**src/rtl/booth_pkg.sv**
```systemverilog
// booth_pkg: shared types and helpers for the sequential Booth multiplier.
//   state_t     - controller states (IDLE, RUN, DONE)
//   recode_t    - radix-4 partial-product selection (0, +M, +2M, -M, -2M)
//   recode()    - maps a 3-bit overlapping multiplier group to recode_t
//   step_count()- number of Booth steps for a given operand width / radix
package booth_pkg;

    typedef enum logic [1:0] {
        IDLE,
        RUN,
        DONE
    } state_t;

    typedef enum logic [2:0] {
        ZERO,
        PM,
        P2M,
        NM,
        N2M
    } recode_t;

    function automatic recode_t recode(input logic [2:0] grp);
        recode_t r;
        case (grp)
            3'b001, 3'b010: r = PM;
            3'b011:         r = P2M;
            3'b100:         r = N2M;
            3'b101, 3'b110: r = NM;
            default:        r = ZERO;
        endcase
        return r;
    endfunction

    // Operands are processed at WIDTH+2 bits so that both signed and
    // unsigned values are representable as two's complement.
    function automatic int unsigned step_count(input int unsigned width, input bit radix4);
        return radix4 ? (width + 2) / 2 : width + 2;
    endfunction

endpackage

```
**src/rtl/booth_step.sv**
```systemverilog
// booth_step: one combinational Booth iteration.
//   a      - accumulator (E bits)
//   q      - multiplier register with appended low bit (E+1 bits)
//   m      - multiplicand (E bits, already sign/zero extended)
//   a_next - accumulator after add/subtract and arithmetic shift
//   q_next - multiplier register after shift
// RADIX4=0 consumes one multiplier bit per step, RADIX4=1 consumes two.
module booth_step
    import booth_pkg::*;
#(
    parameter int unsigned E      = 34,
    parameter bit          RADIX4 = 1'b0
) (
    input  logic [E-1:0] a,
    input  logic [E:0]   q,
    input  logic [E-1:0] m,
    output logic [E-1:0] a_next,
    output logic [E:0]   q_next
);

    if (RADIX4) begin : g_radix4
        localparam logic [E:0] ONE = {{E{1'b0}}, 1'b1};
        // One guard bit so that +/-2M cannot wrap the accumulator.
        logic [E:0] a_g;
        logic [E:0] m_g;
        logic [E:0] sum;

        always_comb begin
            a_g = {a[E-1], a};
            m_g = {m[E-1], m};
            case (recode(q[2:0]))
                PM:      sum = a_g + m_g;
                P2M:     sum = a_g + {m_g[E-1:0], 1'b0};
                NM:      sum = a_g + ~m_g + ONE;
                N2M:     sum = a_g + ~{m_g[E-1:0], 1'b0} + ONE;
                default: sum = a_g;
            endcase
            // Arithmetic shift of {guarded A, Q} by two; guard bit drops out.
            a_next = {sum[E], sum[E:2]};
            q_next = {sum[1:0], q[E:2]};
        end
    end else begin : g_radix2
        localparam logic [E-1:0] ONE = {{(E-1){1'b0}}, 1'b1};
        logic [E-1:0] sum;

        always_comb begin
            case (q[1:0])
                2'b01:   sum = a + m;
                2'b10:   sum = a + ~m + ONE;
                default: sum = a;
            endcase
            a_next = {sum[E-1], sum[E-1:1]};
            q_next = {sum[0], q[E:1]};
        end
    end

endmodule

```
**src/rtl/booth_mult_seq.sv**
```systemverilog
// booth_mult_seq: sequential Booth multiplier, one step per clock.
//   clk, reset    - rising-edge clock, asynchronous active-high reset
//   start         - request, accepted in IDLE or DONE
//   signed_op     - 1: two's-complement operands, 0: unsigned
//   multiplicand  - M operand (WIDTH bits)
//   multiplier    - Q operand (WIDTH bits)
//   busy          - high while Booth steps remain
//   done          - one-cycle pulse when product is valid
//   product       - 2*WIDTH-bit result, cleared on the accepting edge
//   ovf           - product does not fit in WIDTH bits
module booth_mult_seq
    import booth_pkg::*;
#(
    parameter int unsigned WIDTH  = 32,
    parameter bit          RADIX4 = 1'b0
) (
    input  logic                 clk,
    input  logic                 reset,
    input  logic                 start,
    input  logic                 signed_op,
    input  logic [WIDTH-1:0]     multiplicand,
    input  logic [WIDTH-1:0]     multiplier,
    output logic                 busy,
    output logic                 done,
    output logic [2*WIDTH-1:0]   product,
    output logic                 ovf
);

    localparam int unsigned E     = WIDTH + 2;
    localparam int unsigned N     = step_count(WIDTH, RADIX4);
    localparam int unsigned CW    = $clog2(N + 1);
    localparam logic [CW-1:0] N_CNT = CW'(N);

    state_t state, state_nx;
    logic   load;

    logic [E-1:0]  a_q, m_q, a_step;
    logic [E:0]    q_q, q_step;
    logic [CW-1:0] cnt;
    logic          signed_q;

    logic [E-1:0]       m_ext, q_ext;
    logic [2*E-1:0]     prod_full;
    logic [2*WIDTH-1:0] prod_low;
    logic               ovf_calc;
    logic               unused_bits;

    assign m_ext = signed_op ? {{2{multiplicand[WIDTH-1]}}, multiplicand} : {2'b00, multiplicand};
    assign q_ext = signed_op ? {{2{multiplier[WIDTH-1]}}, multiplier}     : {2'b00, multiplier};

    booth_step #(
        .E      (E),
        .RADIX4 (RADIX4)
    ) u_step (
        .a      (a_q),
        .q      (q_q),
        .m      (m_q),
        .a_next (a_step),
        .q_next (q_step)
    );

    assign prod_full   = {a_q, q_q[E:1]};
    assign prod_low    = prod_full[2*WIDTH-1:0];
    assign unused_bits = ^{prod_full[2*E-1:2*WIDTH], q_q[0]};

    always_comb begin
        if (signed_q)
            ovf_calc = prod_low[2*WIDTH-1:WIDTH] != {WIDTH{prod_low[WIDTH-1]}};
        else
            ovf_calc = prod_low[2*WIDTH-1:WIDTH] != '0;
    end

    always_ff @(posedge clk or posedge reset) begin
        if (reset) state <= IDLE;
        else       state <= state_nx;
    end

    always_comb begin
        state_nx = state;
        load     = 1'b0;
        case (state)
            IDLE, DONE: begin
                if (start) begin
                    load     = 1'b1;
                    state_nx = RUN;
                end else begin
                    state_nx = IDLE;
                end
            end
            RUN: begin
                if (cnt == '0) state_nx = DONE;
            end
            default: state_nx = IDLE;
        endcase
    end

    // RUN spends N cycles stepping and one more cycle capturing the result,
    // so busy covers only the stepping cycles.
    assign busy = (state == RUN) && (cnt != '0);
    assign done = (state == DONE);

    always_ff @(posedge clk or posedge reset) begin
        if (reset) begin
            a_q      <= '0;
            q_q      <= '0;
            m_q      <= '0;
            cnt      <= '0;
            signed_q <= 1'b0;
            product  <= '0;
            ovf      <= 1'b0;
        end else if (load) begin
            a_q      <= '0;
            q_q      <= {q_ext, 1'b0};
            m_q      <= m_ext;
            cnt      <= N_CNT;
            signed_q <= signed_op;
            product  <= '0;
            ovf      <= 1'b0;
        end else if (state == RUN) begin
            if (cnt != '0) begin
                a_q <= a_step;
                q_q <= q_step;
                cnt <= cnt - 1'b1;
            end else begin
                product <= prod_low;
                ovf     <= ovf_calc;
            end
        end
    end

endmodule

```
**config.mk**
```make
export PLATFORM = sky130hd
export DESIGN_NAME = booth_mult_seq
export DESIGN_NICKNAME = d
export VERILOG_FILES = /design/src/rtl/booth_pkg.sv /design/src/rtl/booth_step.sv /design/src/rtl/booth_mult_seq.sv
export SDC_FILE = /design/constraint.sdc
export NUM_CORES = 1
export LEC_CHECK = 0
export CELL_PAD_IN_SITES_DETAIL_PLACEMENT = 0
export CELL_PAD_IN_SITES_GLOBAL_PLACEMENT = 2
export CORE_MARGIN = 3
export CORE_UTILIZATION = 25
export DETAILED_ROUTE_END_ITERATION = 8
export GPL_TIMING_DRIVEN = 0
export PLACE_DENSITY_LB_ADDON = 0.1
export SYNTH_ARGS = -nofsm -noshare
export SYNTH_HDL_FRONTEND = slang
export SYNTH_SLANG_ARGS = --single-unit
```
**constraint.sdc**
```tcl
create_clock -name clk -period 7.2 [get_ports clk]
set_clock_uncertainty 0.2 [all_clocks]
set_input_delay 1.08 -clock clk [delete_from_list [all_inputs] [get_ports clk]]
set_output_delay 1.08 -clock clk [all_outputs]
set_load 0.03 [all_outputs]
```
# --- Word level (Yosys, flattened, before mapping) ---
# Index checks and enable logic that the tools add are counted.
word_totals:
  latch_bits: 0
  output_inout_bits: 67
  ram_bits: 0
  rom_bits: 0
  n_memories: 0
  regBits: 177
op_classes:
  n_shift: 0
  n_div: 0
  bitwise: 1
  n_reduce_logical: 10
  muxes: 24
  addsub: 4
  eq_ne: 7
  magnitude_cmp: 0
  n_mul: 0
ops:
  columns: ["operator", "n"]
  rows:
  - ["$mux W64", 3]
  - ["$mux W34", 5]
  - ["$mux W35", 3]
  - ["$add A34 B34 Y34", 2]
  - ["$pmux W34 S2", 1]
  - ["$add A34 B1 Y34 const B", 1]
  - ["$not A34 Y34", 1]
  - ["$ne A32 B32 Y1", 1]
  - ["$reduce_bool A32 Y1", 1]
  - ["$mux W6", 3]
  - ["$mux W1", 7]
  - ["$logic_not A6 Y1", 1]
  - ["$reduce_bool A6 Y1", 1]
  - ["$sub A6 B1 Y6 const B", 1]
  - ["$eq A2 B1 Y1 const B", 2]
  - ["$eq A2 B2 Y1 const B", 2]
  - ["$ne A2 B2 Y1 const B", 2]
  - ["$pmux W2 S2", 1]
  - ["$reduce_and A2 Y1", 2]
  - ["$reduce_bool A2 Y1", 2]
  - ["$logic_not A2 Y1", 1]
  - ["$mux W2", 1]
  - ["$reduce_or A2 Y1", 1]
  - ["$logic_and A1 B1 Y1", 1]

# --- Depth between registers and ports, before layout ---
logic_depth:
  depth_word: 7
  mapped_depth: 12
  mapped_depth_nobuf: 12

# --- Cells and area by module ---
# A second synthesis with hierarchy kept.
hier_totals:
  hier_cells: 1514
  area_unflattened_um2: 11917.7
by_module_without_submodules:
  columns: ["mod", "n_inst", "cells_per_inst", "area_per_inst_um2"]
  rows:
  - ["booth_mult_seq", 1, 788, 7144.4]
  - ["booth_step", 1, 726, 4773.3]

# --- Least setup slack after synthesis ---
# OpenSTA, ideal clock, no wires.
synth_path:
  path_type: "register to output"
  from: "reg cnt[0]"
  to: "out busy"
  t_arrival_ns: 1.648
  path_buffers: 2
  slack_ns: 4.272
  path_stages_with_launch: 8
  cell_sequence: "dfrtp_1 -> inv_1 -> ha_1 -> nand2_1 -> nand3b_1 -> inv_1 -> clkbuf_1 -> clkbuf_1"
synth_between:
  elab_chain_cells: 2
synth_rtl:
  columns: ["element", "line_no", "source"]
  rows:
  - ["from (decl)", "booth_mult_seq.sv:39", "logic [CW-1:0] cnt;"]
  - ["from (signal assigned)", "booth_mult_seq.sv:123", "cnt <= cnt - 1'b1;"]
  - ["$reduce_bool A6 Y1", "booth_mult_seq.sv:99", "assign busy = (state == RUN) && (cnt != '0);"]
  - ["$logic_and A1 B1 Y1", "booth_mult_seq.sv:99", null]
  - ["to (decl)", "booth_mult_seq.sv:23", "output logic busy,"]
# Every way passes these cells.

# --- Worst setup path after layout ---
# Same ends and word-level chain as after synthesis.

==> impl_metrics.json <==
{
  "status": "completed",
  "slowest_delay_ns": 0.78,
  "fillers": 4929,
  "hpwl_um": 35000,
  "async_flop_share_pct": 100,
  "fin_crit_sh_pct": 68.8,
  "track_usage_pct": 19.4,
  "path_class": "reg2out",
  "critical_path_arrival_ns": 3.67,
  "fmax_mhz": 202,
  "relSlewSlack_pct": 25.0,
  "gp_congestion": 0.816,
  "hold_viol": 0,
  "avgSynthCellArea_um2": 8.10,
  "drc": 0,
  "cts_max_path_buffers": 2,
  "detailedRoute.firstPassIterationCount": 5,
  "synth_cells": 1409,
  "dieArea_mm2": 0.0483,
  "htreeDepth": 4,
  "ctsResizeCount": 0,
  "grt-ovfl-total": 0,
  "root_buffer": "clkbuf_16",
  "seq_area_frac_synth_pct": 38.4,
  "synth.most_common_cell": "nand2_1",
  "cts_tree": "done",
  "ys_ff_latch": 175,
  "pin_count": 135,
  "clk_latency_ns": 0.49,
  "n_antenna_cell": 0,
  "cts_sinks": 175,
  "ctsHoldBuffers": 0,
  "slowest_stage": "clkdlybuf4s50_1",
  "synthTopCellsByArea": "dfrtp_1 38%, nand2_1 9.2%, ha_1 7.7%",
  "wl_um": 45700,
  "synth_cell_types": 85,
  "syn_nets": 1549,
  "synth_edf_count": 0,
  "grt_max_degree": 106,
  "cts_buffers": 17,
  "cp_max_fo": 10,
  "grt_pass1_vias": 10882,
  "setup_viol": 0,
  "die_w_um": 220,
  "cap_viol_max_count": 0,
  "nets": 1703,
  "drt-wirelength-per-cell_um": 21.1,
  "drive_gt1_share_pct": 4.51,
  "netlist.top_cell.by_area": "dfrtp_1",
  "multiInputGateArea_mm2": 0.00639,
  "crit_path_start_kind": "flip-flop",
  "setup_tns_ns": 0,
  "vias_per_cell": 4.93,
  "ys.flop_type": "dfrtp_1",
  "cp_cell_sequence": "inv_1 -> ha_1 -> nand2_1 -> nand3b_1 -> inv_1 -> clkbuf_1 -> clkbuf_1 -> clkdlybuf4s50_1",
  "die_y_um": 220,
  "grt_pass1_wl_um": 69700,
  "netlist_area_mm2": 0.0114,
  "rsz0062_at_grt": "false",
  "utilization_pct": 31.6,
  "path_clk_slew_ns": 0.07,
  "synth_commonest_cells": "279 x nand2_1, 175 x dfrtp_1, 113 x a21oi_1",
  "ys_warn_count": 0,
  "synth_top_area_share_pct": 38.4,
  "antenna_found_initial": 0,
  "drt_iter0_markers": 764,
  "core_mm2": 0.0447,
  "antenna_left": 0,
  "start_util_pct": 25.5,
  "num_vias": 10693,
  "layout_min_cycle_time_ns": 4.95,
  "synthToLayoutAreaGrowth_pct": 23.7,
  "end_kind": "output port",
  "ff_latch_area_mm2": 0.00438,
  "slew_violations": 0,
  "rows": 77,
  "hold_class": "reg2reg",
  "required_ns": 5.92,
  "post-cts-setup-buffers": 0,
  "numPortBuffers": 134,
  "worst-slew-pin-transition_ns": 1.12
}
-- final timing paths --
| path | startpoint | endpoint | slack [ns] | cells past startpoint |
|---|---|---|---|---|
| hold / removal | product[45] | product[45] | 0.30 | 2 |
| setup reg to reg | a_q[17] | a_q[27] | 3.43 | 10 |
| max in group asynchronous | reset | a_q[10] | 5.03 | 3 |
| min in group asynchronous | reset | q_q[30] | 0.84 | 2 |
| hold reg to reg | product[45] | product[45] | 0.30 | 2 |
| setup / recovery | cnt[0] | busy | 2.25 | 8 |
-- metrics by stage --
| stage | cells | hold WS [ns] | worst slack, ns | cell area (µm²) |
|---|---|---|---|---|
| after global placement | 2135 | 0.289 | -2.03 | 13500 |
| after CTS | 2167 | 0.306 | 2.18 | 14100 |
| after detailed placement | 2136 | 0.287 | 2.72 | 13500 |
| final | 2167 | 0.304 | 2.25 | 14100 |
| after floorplan | 1409 | 0.256 | 1.17 | 11400 |
| after global routing | 2167 | 0.330 | 1.97 | 14100 |
-- registers in the layout, indices dropped and copies added (netlist names) --
name and count:
m_q 33, ovf 1, state 2, q_q 35, cnt 6, product 64, a_q 33, signed_q 1
-- layout by cell type, fill, tap and decap left out, types with 6 or more instances in the layout --
master and count:
a221oi_1 18, o211ai_1 6, xor2_1 8, inv_1 71, buf_1 16, o21a_1 14
ha_1 70, a21o_1 9, clkdlybuf4s50_1 134, o21ai_0 85, a31oi_1 42, dfrtp_1 175
nand2b_1 10, o21bai_1 12, nor2_1 92, nand3_1 63, clkbuf_16 17, or4_1 6
o31ai_1 11, nor2b_1 10, nand2_1 279, nor3_1 21, clkbuf_1 66, xnor2_1 42
nor4_1 20, buf_2 9, a21oi_1 113, o21ai_1 10, nand4_1 15
-- cell families after synthesis --
kind of cell    Yosys count  synth area share [%]
mux                       5                 0.438
simple gates            549                  21.4
xor+xnor                 50                  3.84
fa+ha+maj                72                  8.02
compound gates          391                  22.3
flops                   175                  38.4
buf+inv                 167                  5.69
-- final cells by class --
type | count | area share [%]
buffer | 93 | 2.63
clock buffer | 18 | 3.11
clock inverter | 13 | 1.07
inverter | 74 | 2.02
multi-input combinational | 1067 | 45.2
sequential | 175 | 31.0
tap | 592 | 5.24
timing repair buffer | 135 | 9.69
-- worst max-delay path: cells and delay by family (launching register included) --
kind                     cells  cell delay (ns)
adder cells (fa/ha/maj)      1             0.23
buffers and inverters        5             2.22
flip-flops                   1             0.40
AND/OR/NAND/NOR              2             0.33
-- per-layer routing --
layer  track usage (%)  wire, µm  vias up
met3              3.70      1640       27
li1                  -         -     5266
met2              31.2     21100      207
met1              27.0     22400     5193
met4              4.31       621        0
met5                 0         0        -
Power is not shown: default switching activity piles up to over one toggle a cycle in this logic, so the estimate is an artifact.
